### config.mk
export PLATFORM = sky130hd
export DESIGN_NAME = bp_cce_hybrid_mode_ctrl
export DESIGN_NICKNAME = d
export VERILOG_FILES = /design/src/rtl/bp_cce_hybrid_mode_ctrl.sv
export SDC_FILE = /design/constraint.sdc
export NUM_CORES = 1
export LEC_CHECK = 0
export BUFFER_PORTS_ARGS = -buffer_cell sky130_fd_sc_hd__buf_2
export CORE_AREA = 2 2 39 41
export DETAILED_ROUTE_END_ITERATION = 10
export DIE_AREA = 0 0 41 43
export GPL_TIMING_DRIVEN = 0
export PLACE_DENSITY = 0.68
export SYNTH_ARGS = -nofsm -noshare
export SYNTH_HDL_FRONTEND = slang
export SYNTH_SLANG_ARGS = --single-unit
### constraint.sdc
create_clock -name clk_i -period 1.9 [get_ports clk_i]
set_input_delay 0.285 -clock clk_i [delete_from_list [all_inputs] [get_ports clk_i]]
set_output_delay 0.285 -clock clk_i [all_outputs]
set_load 0.05 [all_outputs]
### src/rtl/bp_cce_hybrid_mode_ctrl.sv
// Hybrid CCE operating-mode sequencer: stalls, drains and switches between uncached and normal mode.
// Optional drain timeout is enabled by defining BP_CCE_MODE_CTRL_TIMEOUT_EN.

package bp_cce_mode_pkg;
    typedef enum logic {
        e_cce_mode_uncached = 1'b0,
        e_cce_mode_normal   = 1'b1
    } bp_cce_mode_e;
endpackage

module bp_cce_hybrid_mode_ctrl
    import bp_cce_mode_pkg::*;
#(
    parameter int unsigned  num_drain_p     = 3,
    parameter int unsigned  pending_width_p = 4,
    parameter int unsigned  timeout_width_p = 16,
    parameter bp_cce_mode_e reset_mode_p    = e_cce_mode_uncached
) (
    input  logic                       clk_i,
    input  logic                       reset_n_i,
    input  bp_cce_mode_e               mode_req_i,
    input  logic                       mode_req_v_i,
    output logic                       mode_req_ready_and_o,
    output logic                       mode_done_v_o,
    output logic                       mode_done_err_o,
    input  logic                       mode_done_yumi_i,
    output bp_cce_mode_e               cce_mode_o,
    output logic                       stall_o,
    input  logic [num_drain_p-1:0]     empty_i,
    input  logic                       mem_cmd_sent_i,
    input  logic                       mem_resp_recv_i,
    output logic [pending_width_p-1:0] pending_o,
    output logic                       busy_o
);

    typedef enum logic [1:0] {
        e_ready,
        e_drain,
        e_switch,
        e_done
    } state_e;

    state_e                     state_q, state_d;
    bp_cce_mode_e               target_q;
    bp_cce_mode_e               mode_q;
    logic [pending_width_p-1:0] pending_q;
    logic                       accept;
    logic                       drain_ok;
    logic                       timeout_hit;
    logic                       pending_inc, pending_dec;

    assign accept   = (state_q == e_ready) && mode_req_v_i;
    assign drain_ok = (&empty_i) && (pending_q == '0);

`ifdef BP_CCE_MODE_CTRL_TIMEOUT_EN
    logic [timeout_width_p-1:0] drain_cnt_q;
    logic                       err_q;

    assign timeout_hit = (state_q == e_drain) && !drain_ok && (drain_cnt_q == '1);

    always_ff @(posedge clk_i or negedge reset_n_i) begin
        if (!reset_n_i) begin
            drain_cnt_q <= '0;
            err_q       <= 1'b0;
        end else begin
            if (state_q != e_drain)
                drain_cnt_q <= '0;
            else
                drain_cnt_q <= drain_cnt_q + 1'b1;
            if (accept)
                err_q <= 1'b0;
            else if (timeout_hit)
                err_q <= 1'b1;
        end
    end

    assign mode_done_err_o = err_q;
`else
    assign timeout_hit     = 1'b0;
    assign mode_done_err_o = 1'b0;
`endif

    // NOTE: every output of this block is assigned a default first so no latch can be inferred.
    always_comb begin
        state_d = state_q;
        unique case (state_q)
            e_ready:  if (mode_req_v_i) state_d = (mode_req_i == mode_q) ? e_done : e_drain;
            e_drain:  if (drain_ok) state_d = e_switch;
                      else if (timeout_hit) state_d = e_done;
            e_switch: state_d = e_done;
            e_done:   if (mode_done_yumi_i) state_d = e_ready;
            default:  state_d = e_ready;
        endcase
    end

    // NOTE: sequential state uses non-blocking assignments so every register samples pre-edge values.
    always_ff @(posedge clk_i or negedge reset_n_i) begin
        if (!reset_n_i) begin
            state_q  <= e_ready;
            target_q <= reset_mode_p;
            mode_q   <= reset_mode_p;
        end else begin
            state_q <= state_d;
            if (accept)
                target_q <= mode_req_i;
            if (state_q == e_switch)
                mode_q <= target_q;
        end
    end

    // Saturating outstanding-command counter; out-of-range events hold the value.
    assign pending_inc = mem_cmd_sent_i && !mem_resp_recv_i && (pending_q != '1);
    assign pending_dec = mem_resp_recv_i && !mem_cmd_sent_i && (pending_q != '0);

    always_ff @(posedge clk_i or negedge reset_n_i) begin
        if (!reset_n_i)
            pending_q <= '0;
        else if (pending_inc)
            pending_q <= pending_q + 1'b1;
        else if (pending_dec)
            pending_q <= pending_q - 1'b1;
    end

    assign mode_req_ready_and_o = (state_q == e_ready);
    assign mode_done_v_o        = (state_q == e_done);
    assign stall_o              = (state_q == e_drain) || (state_q == e_switch);
    assign busy_o               = (state_q != e_ready);
    assign cce_mode_o           = mode_q;
    assign pending_o            = pending_q;

    param_a: assert property (@(posedge clk_i) (timeout_width_p >= 1) && (pending_width_p >= 1));

    overflow_a: assert property (@(posedge clk_i) disable iff (!reset_n_i)
        !(mem_cmd_sent_i && !mem_resp_recv_i && (pending_q == '1)));

    underflow_a: assert property (@(posedge clk_i) disable iff (!reset_n_i)
        !(mem_resp_recv_i && !mem_cmd_sent_i && (pending_q == '0)));

    // Units must stay empty once the switch decision has been taken.
    switch_empty_a: assert property (@(posedge clk_i) disable iff (!reset_n_i)
        (state_q == e_switch) |-> (&empty_i));

endmodule

# Word-level counts from Yosys, hierarchy flattened
# Index checks and enable logic that the tools add are counted.
# totals
word_cells	37
input_bits	10
out_inout_bits	10
register_bits	8
# op_classes
muxes	7
reduce_logical	16
addsub	2
eq_ne	8
# ops
op	n
$mux 2	4
$mux 4	2
$pmux 2 s4	1
$logic_and 1x1->1	6
$reduce_and 3->1	2
$add 4x1->4 const B	1
$eq 2x2->1 const B	2
$logic_not 4->1	1
$ne 2x2->1 const B	2
$ne 4x4->1 const B	1
$reduce_bool 2->1	2
$reduce_bool 4->1	1
$sub 4x1->4 const B	1
$eq 2x1->1 const B	1
$logic_not 1->1	2
$logic_not 2->1	1
$ne 2x1->1 const B	1
$eq 1x1->1	1
$logic_or 1x1->1	1

# Longest topological paths before layout
# Gate-level depths: netlist (run 1).
# logic_depth
ltp_word	5
ltp_mapped	7
ltp_nobuf	7

# Worst setup path before layout (run 1)
# No wires, ideal clock.
# synth_path
path_type	register -> register
from	reg pending_q[0] (netlist: pending_o[0])
to	reg pending_q[3] (netlist: pending_o[3])
required_ns	1.818
n_path_buf	0
period_less_slack_ns	2.138
path_slack_ns	-0.238
stages_incl_launch_ff	8
setup_ns	0.082
t_arrival_ns	2.056
path_cell_list	dfrtp_1 a41oi_1 nand2_1 ha_1 a21o_2 a21oi_1 mux2i_1 xor2_1
# synth_between
elab_chain_cells	3
# synth_rtl
item	line	rtl
start, declared	46	logic [pending_width_p-1:0] pending_q;
start signal, assigned	119	pending_q <= pending_q + 1'b1;
start signal, assigned	121	pending_q <= pending_q - 1'b1;
$sub 4x1->4 (tied with other cells)	121	
$mux 4 (tied with other cells)	120	else if (pending_dec)
$mux 4 or $reduce_bool 2->1 (tied branches)	-	
# Parallel ways exist; a longest one is shown, timed or not. The select of a mux whose other input is x is not followed.
# A chain may end at the register's enable or synchronous reset.

# Worst setup path in the final report (run 1)
# layout_path
from	reg pending_q[1] (netlist: pending_o[1])
to	reg pending_q[2] (netlist: pending_o[2])
# The elaborated chain is that of the path after synthesis.

==> results of run 1 <==
what timing repair did:
item / CTS / global route
setup endpoints to repair: 1 / 2
gates resized for setup: 0 / 4
pin swaps: 1 / 3
buffers inserted: 2 / 2
endpoints found under the hold margin: 8 / 0
hold buffers: 1 / 0
how the worst min path moves through the flow:
stage               start         end
2_1_floorplan   reset_n_i  cce_mode_o
3_3_place_gp    reset_n_i    target_q
3_5_place_dp    reset_n_i    target_q
4_1_cts        mode_req_i    target_q
5_1_grt        mode_req_i    target_q
6_report       mode_req_i    target_q
registers in the layout, summed over array words and instances, names as in the netlist:
register	cells
state_q	2
cce_mode_o	1
target_q	1
pending_o	4
area by class of cell:
type	instances	area [sq um]
Tap cell	16	20.0
Clock buffer	3	22.5
Sequential cell	8	205
Fill cell	130	647
Timing Repair Buffer	23	130
Inverter	4	15.0
Buffer	1	7.51
Multi-Input combinational cell	33	337
cell families (layout without fill, tap and decap cells):
group / count (synthesis) / count (layout) / synth area share
flip-flops: 8 / 8 / 0.388
AND/OR/NAND/NOR: 8 / 8 / 0.0826
adder cells (fa/ha/maj): 7 / 7 / 0.184
multiplexers: 7 / 7 / 0.146
AO/OA/AOI/OAI: 6 / 6 / 0.0801
buffers and inverters: 5 / 31 / 0.0437
XOR/XNOR: 4 / 4 / 0.0680
other: 1 / 1 / 0.00727
worst max-delay path: stages (launching register included):
cell	delay, ns
dfrtp_2	0.43
a41oi_2	0.21
nand2_2	0.12
buf_4	0.17
fa_2	0.34
xor2_1	0.16
mux2_1	0.29
metal layers:
metal,track usage,vias to the layer above,share of wire
met5,0,-,0
met4,0.0200,0,0.022
met3,0.0628,5,0.058
met2,0.188,10,0.50
met1,0.159,190,0.42
li1,-,208,-
per-stage QoR:
step | setup TNS [ns] | instances
floorplan | -0.0361 | 46
global placement | 0 | 80
detailed placement | 0 | 80
CTS | 0 | 86
global route | -0.0329 | 88
finish | 0 | 88
cells in the mapped netlist:
| cell | number | area (sq um) |
|---|---|---|
| ha_1 | 6 | 75.1 |
| a21oi_1 | 2 | 10.0 |
| xor2_1 | 4 | 35.0 |
| inv_1 | 4 | 15.0 |
| nor4_1 | 1 | 6.26 |
| a21o_1 | 1 | 7.51 |
| nand2_2 | 1 | 6.26 |
| a41oi_1 | 1 | 8.76 |
| or3b_1 | 1 | 8.76 |
| nand2_1 | 2 | 7.51 |
| a21o_2 | 1 | 8.76 |
| mux2_1 | 2 | 22.5 |
| mux2i_1 | 3 | 30.0 |
| dfrtp_1 | 8 | 200 |
| fa_1 | 1 | 20.0 |
| o22ai_1 | 1 | 6.26 |
| mux2_2 | 2 | 22.5 |
| nand4_1 | 1 | 6.26 |
| nor2_1 | 2 | 7.51 |
| conb_1 | 1 | 3.75 |
| buf_4 | 1 | 7.51 |
==> results.toml, run 1 <==
[routing]
via_count = 413
dr.first_iter.drc_count = 2
routedWlPerCell_um = 11.1
drc = 0
route.final.wire_length_um = 980
drt-pass1-iter-count = 2
viasPerCell = 4.69
final_antenna_net_count = 0

[sta]
layout_min_cycle_time_ns = 1.84
final_hold_viol_count = 0
grt_setup_unrepaired = "true"
setup_slack_ns = 0.0628
final.setup_skew_ns = 0.00230
final.period_utilization = 0.967
slew_viol_final = 0
achievable-frequency_mhz = 544
timing.final.setup_violations = 0
final.hold.worst_slack_ns = 0.301

[final_layout]
design.final.nets = 91
finish.instance_area_sq_um = 737
ratio_of_cells_with_drive_above_1_in_the_final_layout = 0.569
layout_stage_area_growth_over_the_synthesis_result_pct = 43.0
final_common_cell = "buf_2"
most-common-layout-cells = "18 x buf_2, 5 x buf_4"
postLayoutCoreUtil = 0.533
antenna_cells_inserted = 0

[setup_path]
timing.setup.critical_path_class = "reg -> reg"
critical_path_arrival_ns = 1.96
setup.reg_to_reg.worst_slack_ns = 0.06
worst-endpoint-required_ns = 2.02
timing.critical_path.to_type = "register"
startpoint_type = "register"
worstRegToRegCells = 6
rr_startpoint = "pending_o[1]"
endpoint = "pending_o[2]"
worstPathMaxFanout = 4
worst_setup_path_startpoint = "pending_o[1]"
worstReg2RegEnd = "pending_o[2]"

[cts]
tritoncts_clock_tree = "done"
cts-buffers-inserted = 3
maximum_buffer_depth_of_the_clock_tree = 2
clock_sinks = 8
worst_skew_pair.late_latency_ns = 0.25
htree_levels = 1
clock-root-buffer = "clkbuf_4"
clk_transition_reported_paths_ns = 0.05

[job]
number_of_maximum_capacitance_violations = 0

[place]
port_buffer_cells = 18
hpwl_um = 712
gp_congestion = 0.714
pre_cts_slack_ns = 0.0126
dpl-instance-area_sq_um = 643

[die]
dieWidth_um = 41
placement_rows = 14
die-area_sq_mm = 0.00176
die_h_um = 43
boundaryPins = 20
core_area_sq_mm = 0.00138
initial_utilization = 0.373

[synthesis]
synth.cell_area_sq_um = 515
synth_seq_cells = 8
synth.lib_cells_used.distinct = 21
synth.avg_cell_area_sq_um = 11.2
synth_warnings = 0
synth_net_count = 63
yosysSeqAreaShare = 0.388
syn-instance-count = 46

[grt]
via_count_of_the_first_global_routing_pass = 384
gr-total-overflow = 0
grt_first_pass_wirelength_um = 1490
grt_start_max_net_pins = 9
grt_usage = 0.124
grt_antenna_before_repair = 0

[outcome]
status = "completed"

[hold_path]
whs_path_depth = 2
worst_hold_path_type = "in -> reg"
Power of run 1 is left out: the tool's default activity adds up to more than one toggle a clock period on the data nets, which glitch-free logic cannot reach.
==> run 2: changes to the inputs <==
--- a/config.mk
+++ b/config.mk
@@ -5,12 +5,13 @@
 export SDC_FILE = /design/constraint.sdc
 export NUM_CORES = 1
 export LEC_CHECK = 0
+export ABC_AREA = 1
 export BUFFER_PORTS_ARGS = -buffer_cell sky130_fd_sc_hd__buf_2
-export CORE_AREA = 2 2 39 41
+export CORE_MARGIN = 2
+export CORE_UTILIZATION = 43
 export DETAILED_ROUTE_END_ITERATION = 10
-export DIE_AREA = 0 0 41 43
 export GPL_TIMING_DRIVEN = 0
-export PLACE_DENSITY = 0.68
+export PLACE_DENSITY = 0.73
 export SYNTH_ARGS = -nofsm -noshare
 export SYNTH_HDL_FRONTEND = slang
 export SYNTH_SLANG_ARGS = --single-unit
==> run 2 against run 1 <==
Net effect: via count increased by 35%; die area decreased by 3.8%; synthesized cell count up 67%; critical path depth grew 3; sequential share of layout area fell by 0.78 points; worst hold slack got worse by 0.054 ns; global-route usage rose by 4.9 points; flip-flop and latch count unchanged; clock-buffer cell count unchanged; non-clock buffer count fell by 2; routed wire length increased by 21%.
==> results.toml, run 2 <==
[setup_path]
timing.critical_path.max_delay_family = "simple AND/OR/NAND/NOR gates"
worst-endpoint-required_ns = 2.08
rr_startpoint = "pending_o[0]"
setup.reg_to_reg.worst_slack_ns = 0.21
critical_path_arrival_ns = 1.87
critical_path.most_common_cell = "nand2_1"
path_buf_inv = 0
crit_slowest_cell = "dfrtp_2"
startpoint_type = "register"
worstPathMaxFanout = 8
worstReg2RegEnd = "pending_o[3]"
timing.critical_path.slowest_cell_delay_ns = 0.45
timing.setup.critical_path_class = "reg -> reg"
worstRegToRegCells = 9
timing.critical_path.to_type = "register"
crit_chain = "nand2_2 > o21ai_4 > ha_1 > or2_0 > nand2_1 > nand3_1 > nand3_1 > nand2_1 > nand2_1"

[synthesis]
synth_largest_area_cell = "dfrtp_1"
synth.top_cells.by_count = "19 x nand2_1, 10 x inv_1, 8 x dfrtp_1, 7 x nor2_1"
synth_top_cells_by_area = "dfrtp_1 34%, ha_1 13%, nand2_1 12%"
synth-xor-area-share = 0.0295
synth-adder-area-share = 0.160
synth_warnings = 0
synth_enable_flop_cells = 0
area_share_of_the_largest_cell_type_after_synthesis = 0.337
synthSimpleGateAreaFrac = 0.276
synth_top_family_by_area = "simple AND/OR/NAND/NOR gates"
yosysSeqAreaShare = 0.337
commonest_register_cell_after_synthesis = "dfrtp_1"
syn-instance-count = 77
synth.avg_cell_area_sq_um = 7.72
synth_net_count = 94
fraction_of_the_mapped_netlist_area_in_compound_gates = 0.116
synth.cell_area_sq_um = 594
synth.lib_cells_used.distinct = 21
yosysMostFrequentCell = "nand2_1"
synth_seq_cells = 8
ys_async_sr_fraction = 1.00
synth.mux.area_fraction = 0

[sta]
layout_min_cycle_time_ns = 1.69
tns_ns = 0
timing.final.setup_violations = 0
setup_slack_ns = 0.208
grt_setup_unrepaired = "false"
final.setup_skew_ns = 0.00548
final_hold_viol_count = 0
final.period_utilization = 0.891
slew_viol_final = 0
achievable-frequency_mhz = 591

[job]
number_of_maximum_capacitance_violations = 0

[die]
initial_utilization = 0.457
die-area_sq_mm = 0.00170
boundaryPins = 20
die_h_um = 41.2
dieWidth_um = 41.2
placement_rows = 13
core_area_sq_mm = 0.00130

[place]
gp_congestion = 0.795
hpwl_um = 964
port_buffer_cells = 18
pre_cts_slack_ns = 0.108

[grt]
grt_util_met3 = 0.0815
grt_start_max_net_pins = 9
use_met1 = 0.207
grt.busiest_layer = "met2"
grt_usage = 0.173
via_count_of_the_first_global_routing_pass = 466
grt_first_pass_wirelength_um = 1850
gr-total-overflow = 0
grt_antenna_before_repair = 0
grt_util_met2 = 0.277

[cts]
cts_resized = 0
worst_skew_pair.late_latency_ns = 0.25
clock_sinks = 8
cts-buffers-inserted = 3
htree_levels = 1
clk_transition_reported_paths_ns = 0.05
clock-root-buffer = "clkbuf_4"
tritoncts_clock_tree = "done"
maximum_buffer_depth_of_the_clock_tree = 2

[hold_path]
worst_hold_path_type = "in -> reg"
timing.hold.worst_endpoint = "target_q"
whs_path_depth = 2
hold_start = "mode_req_v_i"

[final_layout]
design.final.nets = 120
layout_stage_area_growth_over_the_synthesis_result_pct = 27.6
ratio_of_cells_with_drive_above_1_in_the_final_layout = 0.317
antenna_cells_inserted = 0
fill_cells = 129
most-common-layout-cells = "19 x nand2_1, 18 x buf_2, 10 x inv_1, 7 x nor2_1, 6 x nand3_1"
largest_reg_flops = 4
final_common_cell = "nand2_1"

[routing]
via_count = 557
final_antenna_net_count = 0
route.final.wire_length_um = 1180
dr.first_iter.drc_count = 9
routedWlPerCell_um = 10.2
viasPerCell = 4.80
drc = 0
drt-pass1-iter-count = 4

[outcome]
status = "completed"
[run 2: cell families after synthesis]
logic type	count (synthesis)
xor+xnor	2
buf+inv	11
simple gates	37
flops	8
other cells	1
fa+ha+maj	7
compound gates	11
[run 2: area by class of cell]
cell class / instances / area (sq um) / share of cell area
plain buffers: 1 / 7.51 / 0.00990
clock buffers: 3 / 22.5 / 0.0297
inverters: 10 / 37.5 / 0.0495
multi-input cells: 58 / 352 / 0.464
flip-flops and latches: 8 / 205 / 0.271
well taps: 15 / 18.8 / 0.0248
repair buffers: 21 / 115 / 0.152
[run 2: stage by stage]
| stage | util | hold WS (ns) | cell area, sq um | instances |
|---|---|---|---|---|
| floorplan | - | -0.0106 | 602 | 77 |
| global placement | 0.546 | 0.130 | 711 | 110 |
| detailed placement | 0.546 | 0.134 | 711 | 110 |
| CTS | 0.571 | 0.248 | 743 | 114 |
| global route | 0.583 | 0.262 | 758 | 116 |
| finish | 0.583 | 0.248 | 758 | 116 |
[run 2: repair_timing]
action | 4_1_cts | 5_1_grt
endpoints found under the hold margin | 8 | 0
buffers inserted | 0 | 2
setup endpoints to repair | 0 | 1
hold buffers | 1 | 0
[run 2: worst max path at each step]
stage	startpoint	to	slack, ns	cells after the start
floorplan	pending_o[1]	pending_o[3]	0.04	9
global placement	pending_o[1]	pending_o[3]	0.13	8
detailed placement	pending_o[1]	pending_o[3]	0.11	9
CTS	pending_o[1]	pending_o[3]	0.08	9
global route	pending_o[0]	pending_o[3]	0.09	9
finish	pending_o[0]	pending_o[3]	0.21	9
[run 2: routing by layer]
metal | up-vias | routed length (um)
met5 | - | 0
met4 | 0 | 0
met3 | 0 | 48
met2 | 7 | 618
met1 | 255 | 517
li1 | 295 | -
Power of run 2 is left out for the same reason.
